### config.mk
export PLATFORM = sky130hd
export DESIGN_NAME = muldiv_unit_flat
export DESIGN_NICKNAME = d
export VERILOG_FILES = /design/src/rtl/muldiv_pkg.sv /design/src/rtl/muldiv_if.sv /design/src/rtl/muldiv_unit.sv /design/src/flat_wrapper.sv
export SDC_FILE = /design/constraint.sdc
export NUM_CORES = 1
export LEC_CHECK = 0
export BUFFER_PORTS_ARGS = -buffer_cell sky130_fd_sc_hd__buf_2
export CAP_MARGIN = 20
export CELL_PAD_IN_SITES_DETAIL_PLACEMENT = 0
export CELL_PAD_IN_SITES_GLOBAL_PLACEMENT = 2
export CORE_UTILIZATION = 40
export CTS_CLUSTER_DIAMETER = 80
export DETAILED_ROUTE_END_ITERATION = 10
export MAX_ROUTING_LAYER = met4
export PLACE_DENSITY = 0.87
export RECOVER_POWER = 100
export SYNTH_ARGS = -nofsm -noshare
export SYNTH_HDL_FRONTEND = slang
export SYNTH_SLANG_ARGS = --single-unit
### constraint.sdc
create_clock -name clk -period 8.82 [get_ports clk]
set_input_delay 0.441 -clock clk [delete_from_list [all_inputs] [get_ports clk]]
set_output_delay 0.441 -clock clk [all_outputs]
set_load 0.02 [all_outputs]
### src/rtl/muldiv_pkg.sv
// Shared types and constants for the iterative RV32M multiply/divide unit.
// The operand signedness helpers are derived from funct3.
package muldiv_pkg;

  localparam int SIZE  = 32;
  localparam int CNT_W = $clog2(SIZE) + 1;

  typedef enum logic [2:0] {
    OP_MUL    = 3'b000,
    OP_MULH   = 3'b001,
    OP_MULHSU = 3'b010,
    OP_MULHU  = 3'b011,
    OP_DIV    = 3'b100,
    OP_DIVU   = 3'b101,
    OP_REM    = 3'b110,
    OP_REMU   = 3'b111
  } op_e;

  typedef enum logic [1:0] {
    IDLE = 2'b00,
    BUSY = 2'b01,
    DONE = 2'b10
  } state_e;

  function automatic logic op_signed_a(op_e op);
    case (op)
      OP_MULH, OP_MULHSU, OP_DIV, OP_REM: return 1'b1;
      default:                            return 1'b0;
    endcase
  endfunction

  function automatic logic op_signed_b(op_e op);
    case (op)
      OP_MULH, OP_DIV, OP_REM: return 1'b1;
      default:                 return 1'b0;
    endcase
  endfunction

  function automatic logic [SIZE-1:0] neg_if(logic neg, logic [SIZE-1:0] v);
    return neg ? (~v + {{(SIZE-1){1'b0}}, 1'b1}) : v;
  endfunction

endpackage

### src/rtl/muldiv_if.sv
// Execute-stage handshake between the pipeline and the multiply/divide unit.
interface muldiv_if
  import muldiv_pkg::*;
();

  logic            start_i;
  logic            flush_i;
  logic [2:0]      op_i;
  logic [SIZE-1:0] SrcAE;
  logic [SIZE-1:0] SrcBE;
  logic            stall_o;
  logic            done_o;
  logic [SIZE-1:0] result_o;

  modport master (
    output start_i, flush_i, op_i, SrcAE, SrcBE,
    input  stall_o, done_o, result_o
  );

  modport slave (
    input  start_i, flush_i, op_i, SrcAE, SrcBE,
    output stall_o, done_o, result_o
  );

endinterface

### src/rtl/muldiv_unit.sv
// Fixed-latency iterative RV32M multiply/divide: magnitudes are iterated for
// SIZE cycles, then the sign fix and special cases are applied on the way out.
module muldiv_unit
  import muldiv_pkg::*;
(
  input  logic    clk,
  input  logic    rst_n,
  muldiv_if.slave bus
);

  state_e            state_q, state_d;
  logic [CNT_W-1:0]  cnt_q, cnt_d;
  op_e               op_q, op_d;
  logic [2*SIZE-1:0] acc_q, acc_d;
  logic [SIZE-1:0]   b_q, b_d;
  logic [SIZE-1:0]   a_orig_q, a_orig_d;
  logic [SIZE-1:0]   res_q, res_d;
  logic              sa_q, sa_d, sb_q, sb_d;
  logic              div0_q, div0_d, ovf_q, ovf_d;
  logic              done_q, done_d;

  op_e               op_in_s;
  logic              sa_in_s, sb_in_s, accept_s, last_s;
  logic [SIZE-1:0]   a_abs_s, b_abs_s;
  logic [SIZE:0]     mul_sum_s, rem_sh_s, div_diff_s;
  logic [2*SIZE-1:0] step_s, prod_s;
  logic [SIZE-1:0]   quo_s, rem_s, final_s;

  assign op_in_s  = op_e'(bus.op_i);
  assign sa_in_s  = op_signed_a(op_in_s) & bus.SrcAE[SIZE-1];
  assign sb_in_s  = op_signed_b(op_in_s) & bus.SrcBE[SIZE-1];
  assign a_abs_s  = neg_if(sa_in_s, bus.SrcAE);
  assign b_abs_s  = neg_if(sb_in_s, bus.SrcBE);
  assign accept_s = (state_q == IDLE) & bus.start_i & ~bus.flush_i;
  assign last_s   = (cnt_q == CNT_W'(SIZE - 1));

  assign bus.stall_o  = accept_s | (state_q == BUSY);
  assign bus.done_o   = done_q;
  assign bus.result_o = res_q;

  // One iteration: shift-add (low half holds the remaining multiplier bits) or
  // restoring subtract (high half is the partial remainder, low half the dividend/quotient).
  always_comb begin
    mul_sum_s  = {1'b0, acc_q[2*SIZE-1:SIZE]} + (acc_q[0] ? {1'b0, b_q} : {(SIZE+1){1'b0}});
    rem_sh_s   = acc_q[2*SIZE-1:SIZE-1];
    div_diff_s = rem_sh_s - {1'b0, b_q};
    if (op_q[2]) begin
      if (div_diff_s[SIZE]) begin
        step_s = {rem_sh_s[SIZE-1:0], acc_q[SIZE-2:0], 1'b0};
      end else begin
        step_s = {div_diff_s[SIZE-1:0], acc_q[SIZE-2:0], 1'b1};
      end
    end else begin
      step_s = {mul_sum_s, acc_q[SIZE-1:1]};
    end
  end

  // Sign fix and special-case override on the final iteration's result.
  always_comb begin
    prod_s = (sa_q ^ sb_q) ? (~step_s + {{(2*SIZE-1){1'b0}}, 1'b1}) : step_s;
    quo_s  = neg_if(sa_q ^ sb_q, step_s[SIZE-1:0]);
    rem_s  = neg_if(sa_q, step_s[2*SIZE-1:SIZE]);
    case (op_q)
      OP_MUL: final_s = prod_s[SIZE-1:0];
      OP_MULH, OP_MULHSU, OP_MULHU: final_s = prod_s[2*SIZE-1:SIZE];
      OP_DIV, OP_DIVU: begin
        if (div0_q) begin
          final_s = {SIZE{1'b1}};
        end else if (ovf_q) begin
          final_s = {1'b1, {(SIZE-1){1'b0}}};
        end else begin
          final_s = quo_s;
        end
      end
      OP_REM, OP_REMU: begin
        if (div0_q) begin
          final_s = a_orig_q;
        end else if (ovf_q) begin
          final_s = {SIZE{1'b0}};
        end else begin
          final_s = rem_s;
        end
      end
      default: final_s = {SIZE{1'b0}};
    endcase
  end

  // Next-state, operand capture and output staging.
  always_comb begin
    state_d  = state_q;
    cnt_d    = cnt_q;
    op_d     = op_q;
    acc_d    = acc_q;
    b_d      = b_q;
    a_orig_d = a_orig_q;
    sa_d     = sa_q;
    sb_d     = sb_q;
    div0_d   = div0_q;
    ovf_d    = ovf_q;
    done_d   = 1'b0;
    res_d    = {SIZE{1'b0}};
    if (bus.flush_i) begin
      state_d = IDLE;
      cnt_d   = {CNT_W{1'b0}};
    end else begin
      case (state_q)
        IDLE: begin
          if (bus.start_i) begin
            state_d  = BUSY;
            cnt_d    = {CNT_W{1'b0}};
            op_d     = op_in_s;
            acc_d    = {{SIZE{1'b0}}, a_abs_s};
            b_d      = b_abs_s;
            a_orig_d = bus.SrcAE;
            sa_d     = sa_in_s;
            sb_d     = sb_in_s;
            div0_d   = op_in_s[2] & (bus.SrcBE == {SIZE{1'b0}});
            ovf_d    = ((op_in_s == OP_DIV) | (op_in_s == OP_REM))
                     & (bus.SrcAE == {1'b1, {(SIZE-1){1'b0}}})
                     & (bus.SrcBE == {SIZE{1'b1}});
          end else begin
            state_d = IDLE;
          end
        end
        BUSY: begin
          acc_d = step_s;
          if (last_s) begin
            state_d = DONE;
            cnt_d   = {CNT_W{1'b0}};
            done_d  = 1'b1;
            res_d   = final_s;
          end else begin
            cnt_d = cnt_q + CNT_W'(1);
          end
        end
        DONE:    state_d = IDLE;
        default: state_d = IDLE;
      endcase
    end
  end

  // State and datapath registers.
  always_ff @(posedge clk or negedge rst_n) begin
    if (!rst_n) begin
      state_q  <= IDLE;
      cnt_q    <= {CNT_W{1'b0}};
      op_q     <= OP_MUL;
      acc_q    <= {(2*SIZE){1'b0}};
      b_q      <= {SIZE{1'b0}};
      a_orig_q <= {SIZE{1'b0}};
      res_q    <= {SIZE{1'b0}};
      sa_q     <= 1'b0;
      sb_q     <= 1'b0;
      div0_q   <= 1'b0;
      ovf_q    <= 1'b0;
      done_q   <= 1'b0;
    end else begin
      state_q  <= state_d;
      cnt_q    <= cnt_d;
      op_q     <= op_d;
      acc_q    <= acc_d;
      b_q      <= b_d;
      a_orig_q <= a_orig_d;
      res_q    <= res_d;
      sa_q     <= sa_d;
      sb_q     <= sb_d;
      div0_q   <= div0_d;
      ovf_q    <= ovf_d;
      done_q   <= done_d;
    end
  end

endmodule

### src/flat_wrapper.sv
// flat-port wrapper written by rule: the top's interface ports become plain ports
module muldiv_unit_flat import muldiv_pkg::*;
  (clk, rst_n, bus_start_i, bus_flush_i, bus_op_i, bus_SrcAE, bus_SrcBE, bus_stall_o, bus_done_o, bus_result_o);
  muldiv_if bus_i ();
  input  logic clk;
  input  logic rst_n;
  input wire logic [$bits(bus_i.start_i)-1:0] bus_start_i;
  input wire logic [$bits(bus_i.flush_i)-1:0] bus_flush_i;
  input wire logic [$bits(bus_i.op_i)-1:0] bus_op_i;
  input wire logic [$bits(bus_i.SrcAE)-1:0] bus_SrcAE;
  input wire logic [$bits(bus_i.SrcBE)-1:0] bus_SrcBE;
  output wire logic [$bits(bus_i.stall_o)-1:0] bus_stall_o;
  output wire logic [$bits(bus_i.done_o)-1:0] bus_done_o;
  output wire logic [$bits(bus_i.result_o)-1:0] bus_result_o;
  assign bus_i.start_i = bus_start_i;
  assign bus_i.flush_i = bus_flush_i;
  assign bus_i.op_i = bus_op_i;
  assign bus_i.SrcAE = bus_SrcAE;
  assign bus_i.SrcBE = bus_SrcBE;
  assign bus_stall_o = bus_i.stall_o;
  assign bus_done_o = bus_i.done_o;
  assign bus_result_o = bus_i.result_o;
  muldiv_unit u_core (.clk(clk), .rst_n(rst_n), .bus(bus_i));
endmodule
* Word level (Yosys, flattened, before mapping)
Index checks and enable logic that the tools add are counted.
Storage, ports and cells: output and inout bits 34, input bits 71, register bits after elaboration 176, word-level logic and storage cells 98
Operators by class: mux-type cells 31, bitwise operators 16, add/subtract/negate cells 8, equal/unequal tests 18, reduce and logical (&&, ||, !) cells 13
Operators with widths (count):
- 2-to-1 mux 32 bit | 12
- 2-to-1 mux 64 bit | 4
- adder 32 x 1 -> 32 bit, second input constant | 4
- NOT 32 bit | 4
- one-hot mux 32 bit (4 select lines) | 1
- one-hot mux 64 bit (2 select lines) | 1
- adder 64 x 1 -> 64 bit, second input constant | 1
- equality test 32 bit, second input constant | 2
- NOT 64 bit | 1
- adder 32 x 33 -> 33 bit | 1
- subtractor 33 x 32 -> 33 bit | 1
- zero test 32 bit | 1
- equality test 3 bit, second input constant | 6
- 2-to-1 mux 6 bit | 3
- one-hot mux 6 bit (2 select lines) | 1
- equality test 3 x 2 -> 1 bit, second input constant | 3
- AND 1 bit | 7
- adder 6 x 1 -> 6 bit, second input constant | 1
- equality test 3 x 1 -> 1 bit, second input constant | 2
- equality test 6 x 5 -> 1 bit, second input constant | 1
- 2-to-1 mux 1 bit | 6
- AND reduction 3 bit | 2
- OR reduction 3 bit | 2
- 2-to-1 mux 2 bit | 2
- 15 further kinds | 17

* Logic depth before layout (Yosys ltp)
Gate-level depths: netlist of the first run.
depth after elaboration 12, gate-level depth with buffers 24, depth with buffers taken out 24

* Least setup slack after synthesis of the first run
No wires, ideal clock.
path type reg2reg, start register u_core.acc_q[31], end register u_core.res_q[16] (netlist: u_core.bus.result_o[16]), clock period less this slack 5.327 ns, buffers on the path 1, data arrival time 5.197 ns, library setup time 0.130 ns, path slack 3.493 ns, cell stages (with the launch flop) 24, cell sequence dfrtp_1 > inv_1 > ha_1 > inv_1 > fa_1 > a211oi_2 > o211ai_1 > and3_1 > o2111ai_1 > a31oi_2 > o21ai_1 > a21boi_0 > ha_1 > o211ai_1 > o21bai_1 > or3_1 > nor3b_1 > and2_1 > nand3_1 > clkbuf_1 > o41ai_1 > xnor2_1 > a221oi_1 > o22ai_1
On the way: longest elaborated chain between the ends 12
Ends and longest elaborated chain:
- start, declared | RTL line muldiv_unit.sv:14 | logic [2*SIZE-1:0] acc_q, acc_d;
- start signal, assigned | RTL line muldiv_unit.sv:148 | acc_q <= {(2*SIZE){1'b0}};
- subtractor 33 x 32 -> 33 bit | RTL line muldiv_unit.sv:46 | div_diff_s = rem_sh_s - {1'b0, b_q};
- 2-to-1 mux 64 bit | RTL line muldiv_unit.sv:48 | if (div_diff_s[SIZE]) begin
- 2-to-1 mux 64 bit (*) | RTL line muldiv_unit.sv:47 | if (op_q[2]) begin
- NOT 32 bit | RTL line muldiv_pkg.sv:40 | return neg ? (~v + {{(SIZE-1){1'b0}}, 1'b1}) : v;
- adder 32 x 1 -> 32 bit | RTL line muldiv_pkg.sv:40
- 2-to-1 mux 32 bit | RTL line muldiv_pkg.sv:40
- 2-to-1 mux 32 bit (on tied branches) | RTL line muldiv_unit.sv:78, muldiv_unit.sv:69
- 2-to-1 mux 32 bit (on tied branches) | RTL line muldiv_unit.sv:76, muldiv_unit.sv:67
- one-hot mux 32 bit (4 select lines) (*) | RTL line muldiv_unit.sv:63 | case (op_q)
- 2-to-1 mux 32 bit (*) | RTL line muldiv_unit.sv:127 | if (last_s) begin
- 2-to-1 mux 32 bit (*) | RTL line muldiv_unit.sv:106 | case (state_q)
- 2-to-1 mux 32 bit (*) | RTL line muldiv_unit.sv:102 | if (bus.flush_i) begin
- net u_core.res_d[16] | RTL line muldiv_unit.sv:17 | logic [SIZE-1:0] res_q, res_d;
- end signal, assigned | RTL line muldiv_unit.sv:151 | res_q <= {SIZE{1'b0}};
- end signal, assigned | RTL line muldiv_unit.sv:164 | res_q <= res_d;
- end, declared | RTL line muldiv_unit.sv:17
Mark *: on every way through the listed nets, which the timed path passes. The rest lies on a longest branch. A chain may end at the register's enable or synchronous reset.

* Final worst setup path of the first run
start register u_core.acc_q[31], end register u_core.res_q[24] (netlist: u_core.bus.result_o[24])
The elaborated chain is that of the path after synthesis.

==> results.py, run 1 <==
metrics = {
    "placement": {
        "gp_congestion": 0.9974,
        "pre_cts_ws_ns": 1.838,
        "post-dp-hpwl_mm": 52.15,
        "io_buffers": 104,
        "dpl_cell_area_sq_mm": 0.01786,
    },
    "run": {
        "maxCapViolations": 8,
    },
    "clock_tree": {
        "path_clk_slew_ns": 0.07,
        "htreeDepth": 4,
        "clock_latency_ns": 0.49,
        "cts_root_buf": "clkbuf_16",
        "cts_inserted_buffers": 17,
        "cts_sinks": 176,
        "cts_buffer_depth": 2,
        "cts_setup_buffers": 0,
        "cts_tree": "yes",
    },
    "synth": {
        "ys.flop_type": "dfrtp_1",
        "yosys_warnings": 0,
        "syn-num-nets": 2335,
        "synth.cell_area_sq_mm": 0.01682,
        "synth_edf_count": 0,
        "async_reset_ff_share_pct": 100.0,
        "yosysUniqueCellTypes": 111,
        "syn_inst": 2193,
        "synth-seq-area-share_pct": 26.19,
        "syn_area_per_cell_sq_um": 7.669,
        "ys_ff_latch": 176,
    },
    "global_route": {
        "antenna_found_initial": 1,
        "grt_max_degree": 68,
        "overflow": 0,
        "first_global_vias": 16100,
        "grt_pass1_wl_mm": 103.1,
        "grt_usage_pct": 32.55,
    },
    "detailed_routing": {
        "drt_iter0_markers": 1729,
        "totalWireLength_mm": 68.71,
        "via_per_inst": 6.235,
        "wire_per_inst_um": 24.73,
        "vias": 17320,
        "drc": 2,
        "ant_nets": 0,
        "drt_pass1_iterations": 11,
    },
    "critical_path": {
        "cpPeakStageDelay_ns": 0.88,
        "worst_ep_required_time_ns": 9.18,
        "crit_chain": "inv_1 > ha_1 > inv_1 > fa_1 > a211oi_1 > o211ai_1 > and3_1 > o2111ai_1 > a31oi_1 > o21ai_0 > a21boi_0 > ha_1 > o211ai_1 > o21bai_1 > or3_1 > nor3b_1 > and2_0 > nand3_1 > or2_0 > o41ai_1 > mux2i_1 > a31oi_1",
        "path_buf_inv": 2,
        "worstSetupPathType": "reg2reg",
        "crit_slowest_cell": "o21ai_0",
        "setup.worst_path.start_class": "register",
        "critPathTopFamily": "compound AO/OA/AOI/OAI gates",
        "cp.arrival_ns": 8.27,
        "critPathMaxFanout": 12,
        "cp-end-kind": "register",
    },
    "die": {
        "die_x_um": 207.0,
        "fp.coreArea_sq_mm": 0.04111,
        "start_util_pct": 40.91,
        "ios": 105,
        "dieHeight_um": 207.0,
        "rows": 74,
        "fp.dieArea_sq_mm": 0.04287,
    },
    "timing": {
        "hold_viol": 0,
        "setup_violations": 0,
        "final.setup.tns_ns": 0,
        "worst-slew-pin-transition_ns": 4.214,
        "layout_setup_ws_ns": 0.9061,
        "clock_skew_ns": 0.01879,
        "period_needed_ns": 7.914,
        "post-route-period-util_pct": 89.73,
        "whs_ns": 0.1916,
        "relSlewSlack_pct": -180.9,
        "slew_violations": 383,
        "rsz0062_at_grt": "no",
        "max_freq_ghz": 0.1264,
    },
    "status": {
        "status": "finished, violations left",
        "violations": "design-rule violations, max-capacitance violations, max-slew violations",
    },
    "cells_and_area": {
        "drive_above_1_share_pct": 8.508,
        "area_growth_pct": 8.831,
        "fillers": 4282,
        "fin_util_pct": 44.52,
        "final_common_cell": "nand2_1",
        "final_area_sq_mm": 0.01830,
        "multiInputGateArea_sq_mm": 0.01162,
        "final_nets": 2374,
        "mostFrequentLayoutCells": "nand2_1 (341), o21ai_0 (187), dfrtp_1 (175), nor2_1 (171), a21oi_1 (165)",
        "ff_latch_area_sq_mm": 0.004408,
    },
    "power_and_ir_drop": {
        "leakage_nw": 7.706,
        "power_density_mw_per_mm2": 347.9,
        "vdd_ir_drop_max_uv": 185.4,
    },
    "min_path": {
        "hold_class": "in2reg",
    },
}
state kept, by name, summed over array words and instances, names as in the netlist:
register / count
u_core.op_q: 3
u_core.a_orig_q: 32
u_core.state_q: 2
u_core.sa_q: 1
u_core.bus.result_o: 32
u_core.acc_q: 64
u_core.cnt_q: 6
u_core.ovf_q: 1
u_core.bus.done_o: 1
u_core.b_q: 32
u_core.sb_q: 1
u_core.div0_q: 1
path summary, 6_finish.rpt:
kind                                startpoint  cells after the start                       to  slack, ns
setup / recovery              u_core.acc_q[31]                     22  u_core.bus.result_o[24]       0.91
hold / removal                     bus_op_i[1]                      3           u_core.op_q[1]       0.19
setup reg to reg              u_core.acc_q[31]                     22  u_core.bus.result_o[24]       0.91
hold reg to reg            u_core.a_orig_q[24]                      2      u_core.a_orig_q[24]       0.48
max in group asynchronous                rst_n                      3      u_core.a_orig_q[22]       2.82
min in group asynchronous                rst_n                      2         u_core.acc_q[61]       2.01
worst register-to-register path, delay by kind of cell (launching register included):
kind | cells | cell delay (ns)
flip-flops | 1 | 0.41
buffers and inverters | 2 | 0.18
AO/OA/AOI/OAI | 10 | 3.62
multiplexers | 1 | 0.24
AND/OR/NAND/NOR | 6 | 2.48
adder cells (fa/ha/maj) | 3 | 0.90
layout make-up:
cell class | instances | share of cell area (%)
multi-input cells | 1829 | 63.47
flip-flops and latches | 176 | 24.08
repair buffers | 143 | 4.109
well taps | 532 | 3.637
clock buffers | 18 | 2.400
inverters | 65 | 1.333
clock inverters | 14 | 0.9571
diodes | 1 | 0.01367
where the power goes:
part / switching (mW) / leakage [nW] / internal [mW]
Sequential: 0.260 / 2.28 / 0.977
Combinational: 2.80 / 5.13 / 1.48
Clock: 0.385 / 0.295 / 0.457
synth_stat cells, drive strengths merged, types with 17 or more instances:
cell / instances / area, sq um
a21o: 29 / 217.7
a21oi: 166 / 842.1
a221oi: 24 / 222.7
a22o: 19 / 166.4
a31oi: 41 / 269.0
and2: 58 / 365.3
and3: 17 / 106.4
buf: 32 / 152.6
clkbuf: 91 / 341.6
dfrtp: 176 / 4404
ha: 69 / 863.3
inv: 64 / 240.2
mux2i: 39 / 390.4
nand2: 341 / 1290
nand3: 43 / 232.7
nand4: 22 / 158.9
nor2: 173 / 651.9
nor3: 54 / 275.3
nor4: 25 / 171.4
o211ai: 19 / 156.4
o21ai: 194 / 970.9
o21bai: 19 / 142.6
o31ai: 34 / 269.0
o41ai: 18 / 180.2
or3: 22 / 142.6
xnor2: 110 / 963.4
xor2: 71 / 621.9
logic make-up (layout without fill, tap and decap cells):
| kind of cell | after synthesis | after routing | synth area share (%) |
|---|---|---|---|
| multiplexers | 46 | 46 | 2.790 |
| AO/OA/AOI/OAI | 691 | 691 | 27.42 |
| flip-flops | 176 | 176 | 26.19 |
| AND/OR/NAND/NOR | 840 | 840 | 24.42 |
| XOR/XNOR | 181 | 181 | 9.426 |
| buffers and inverters | 188 | 240 | 4.390 |
| adder cells (fa/ha/maj) | 71 | 71 | 5.372 |
| other | 0 | 1 | 0 |
repair_timing:
| item | CTS | global route |
|---|---|---|
| setup endpoints to repair | 0 | 0 |
| endpoints found under the hold margin | 16 | 0 |
| hold buffers | 1 | 0 |
| resized for setup | 0 | 0 |
metal layers:
layer,GRT usage (%),part of all wire (%),up-vias
met5,-,0,-
met4,9.341,2.5,0
met3,4.958,7.6,105
met2,47.36,43,751
met1,46.39,47,8377
li1,-,-,8087
stage by stage:
| stage | std cells | total power, mW |
|---|---|---|
| after global placement | 2743 | 5.455 |
| after global routing | 2777 | 6.728 |
| after CTS | 2777 | 6.327 |
| after floorplan | 2193 | 4.142 |
| final | 2778 | 6.367 |
| after detailed placement | 2744 | 5.465 |
Power figures use the tool's default switching activity.
==> run 2: changes to the inputs <==
CORE_ASPECT_RATIO = 0.5   (was unset)
==> results.py, run 2 (synthesis gave the netlist of run 1 again) <==
metrics = {
    "status": {
        "status": "finished, violations left",
        "violations": "max-capacitance violations, max-slew violations",
    },
    "detailed_routing": {
        "vias": 17000,
        "drt_pass1_iterations": 6,
        "via_per_inst": 6.107,
        "totalWireLength_mm": 65.96,
        "wire_per_inst_um": 23.69,
        "drc": 0,
        "drt_iter0_markers": 1780,
        "ant_nets": 0,
    },
    "min_path": {
        "whs_path_depth": 3,
        "hold_end": "u_core.op_q[1]",
        "hold_class": "in2reg",
        "min_from": "bus_op_i[1]",
    },
    "clock_tree": {
        "cts_tree": "yes",
        "cts_setup_buffers": 0,
        "htreeDepth": 4,
        "cts_root_buf": "clkbuf_16",
        "cts_hold_buf": 0,
        "ctsResizeCount": 0,
        "cts_buffer_depth": 2,
        "path_clk_slew_ns": 0.08,
        "clock_latency_ns": 0.48,
        "cts_sinks": 176,
        "cts_inserted_buffers": 17,
    },
    "critical_path": {
        "crit_chain": "clkbuf_2 > mux2i_1 > nand2_1 > or2_0 > or4b_4 > nor4b_1 > nor2_1 > xor2_1 > a221oi_1 > nor2_1",
        "critPathMaxFanout": 79,
        "ff2ff_path_depth": 10,
        "r2r_setup_slack_ns": 1.16,
        "path_buf_inv": 1,
        "cp-end-kind": "register",
        "worstSetupPathType": "reg2reg",
        "cp_common_cell": "nor2_1",
        "critPathTopFamily": "simple AND/OR/NAND/NOR gates",
        "r2r_end": "u_core.bus.result_o[15]",
        "setup.worst_path.start_class": "register",
        "cpPeakStageDelay_ns": 2.12,
        "worstReg2RegStart": "u_core.op_q[2]",
        "worst_ep_required_time_ns": 9.16,
        "cp.arrival_ns": 8.00,
        "crit_slowest_cell": "dfrtp_1",
    },
    "global_route": {
        "grt_usage_pct": 31.90,
        "antenna_found_initial": 1,
        "grt_max_degree": 80,
        "first_global_vias": 15990,
        "grt_pass1_wl_mm": 101.4,
        "overflow": 0,
    },
    "cells_and_area": {
        "final_area_sq_mm": 0.01822,
        "largest_register_ffs": 64,
        "drive_above_1_share_pct": 8.385,
        "mostFrequentLayoutCells": "nand2_1 (340), o21ai_0 (187), dfrtp_1 (176), nor2_1 (171), a21oi_1 (165)",
        "area_growth_pct": 8.362,
        "largest_register": "u_core.acc_q",
        "final_nets": 2372,
        "stdcell_count": 2784,
        "final_common_cell": "nand2_1",
    },
    "run": {
        "maxCapViolations": 11,
    },
    "power_and_ir_drop": {
        "power_frac_seq_pct": 19.3,
        "netSwitchingPower_mw": 3.472,
        "pwr-share-comb_pct": 68.4,
        "vdd_ir_drop_max_uv": 132.3,
        "p_int_mw": 2.843,
        "power_density_mw_per_mm2": 346.5,
        "switching_share_pct": 54.99,
        "leakage_nw": 7.656,
        "p_clk_share_pct": 12.3,
    },
    "die": {
        "rows": 52,
        "dieHeight_um": 147.0,
        "ios": 105,
        "start_util_pct": 41.09,
        "fp.coreArea_sq_mm": 0.04092,
        "die_x_um": 292.0,
        "fp.dieArea_sq_mm": 0.04292,
    },
    "timing": {
        "max_freq_ghz": 0.1306,
        "final.setup.tns_ns": 0,
        "period_needed_ns": 7.657,
        "setup_violations": 0,
        "clock_skew_ns": 0.02551,
        "relSlewSlack_pct": -157.8,
        "post-route-period-util_pct": 86.81,
        "worst-slew-pin-transition_ns": 3.867,
        "rsz0062_at_grt": "no",
        "slew_violations": 578,
        "hold_viol": 0,
    },
    "placement": {
        "post-dp-hpwl_mm": 49.20,
        "io_buffers": 104,
        "gp_congestion": 0.9794,
        "dpl_cell_area_sq_mm": 0.01785,
        "placedCellCount": 2751,
    },
}
==> run 2: changes by cell type in the layout (fill, tap and decap cells not counted), moves of 2 or more <==
cell,before,now
o41ai_1,18,16
nor4b_1,4,7
nor4b_4,2,0
bufinv_16,3,0
or2_2,12,10
inv_8,0,2
o41ai_2,0,2
==> run 2: layout make-up <==
type | count | area, sq um
clock buffer | 17 | 425.4
tap | 540 | 675.6
antenna | 2 | 5.005
sequential | 176 | 4404
multi-input combinational | 1829 | 11620
timing repair buffer | 141 | 728.2
clock inverter | 14 | 120.1
fill | 4287 | 22700
inverter | 65 | 244.0
==> run 2: stage by stage <==
stage | setup WS, ns | hold WS, ns | power [mW] | util (%)
3_5_place_dp | 2.265 | 0.4631 | 5.420 | 43.63
3_3_place_gp | 2.423 | 0.4621 | 5.444 | 43.63
4_1_cts | 2.199 | 0.004616 | 6.229 | 44.96
6_report | 1.163 | 0.1811 | 6.315 | 44.53
2_1_floorplan | 3.493 | 0.1454 | 4.142 | -
5_1_grt | 0.8357 | 0.1928 | 6.717 | 44.52
==> run 2: worst max-delay path by stage <==
| stage | from | to | slack (ns) | cells past startpoint |
|---|---|---|---|---|
| 2_1_floorplan | u_core.acc_q[31] | u_core.bus.result_o[16] | 3.49 | 23 |
| 3_3_place_gp | u_core.acc_q[31] | u_core.bus.result_o[24] | 2.42 | 22 |
| 4_1_cts | u_core.acc_q[31] | u_core.bus.result_o[24] | 2.20 | 22 |
| 3_5_place_dp | u_core.acc_q[31] | u_core.bus.result_o[24] | 2.27 | 22 |
| 5_1_grt | u_core.op_q[2] | u_core.bus.result_o[15] | 0.84 | 10 |
| 6_report | u_core.op_q[2] | u_core.bus.result_o[15] | 1.16 | 10 |
==> run 2: tightest hold or removal path, stage by stage <==
cell	delay [ns]
buf_2	0.09
nand2_1	0.05
nand2_1	0.05
==> run 2: power groups by stage <==
stage | sequential (mW) | combinational (mW) | clock, mW
after floorplan | 1.12 | 3.02 | 0
after global placement | 1.22 | 4.22 | 0
after detailed placement | 1.23 | 4.20 | 0
after CTS | 1.21 | 4.23 | 0.787
after global routing | 1.24 | 4.66 | 0.815
final | 1.22 | 4.32 | 0.778
==> run 2: per-layer routing <==
metal	up-vias	track usage, %	wire length (um)
met1	8261	47.34	32540
met2	632	43.74	26720
met5	-	-	0
met4	0	7.868	1306
li1	8045	-	-
met3	65	6.082	5393
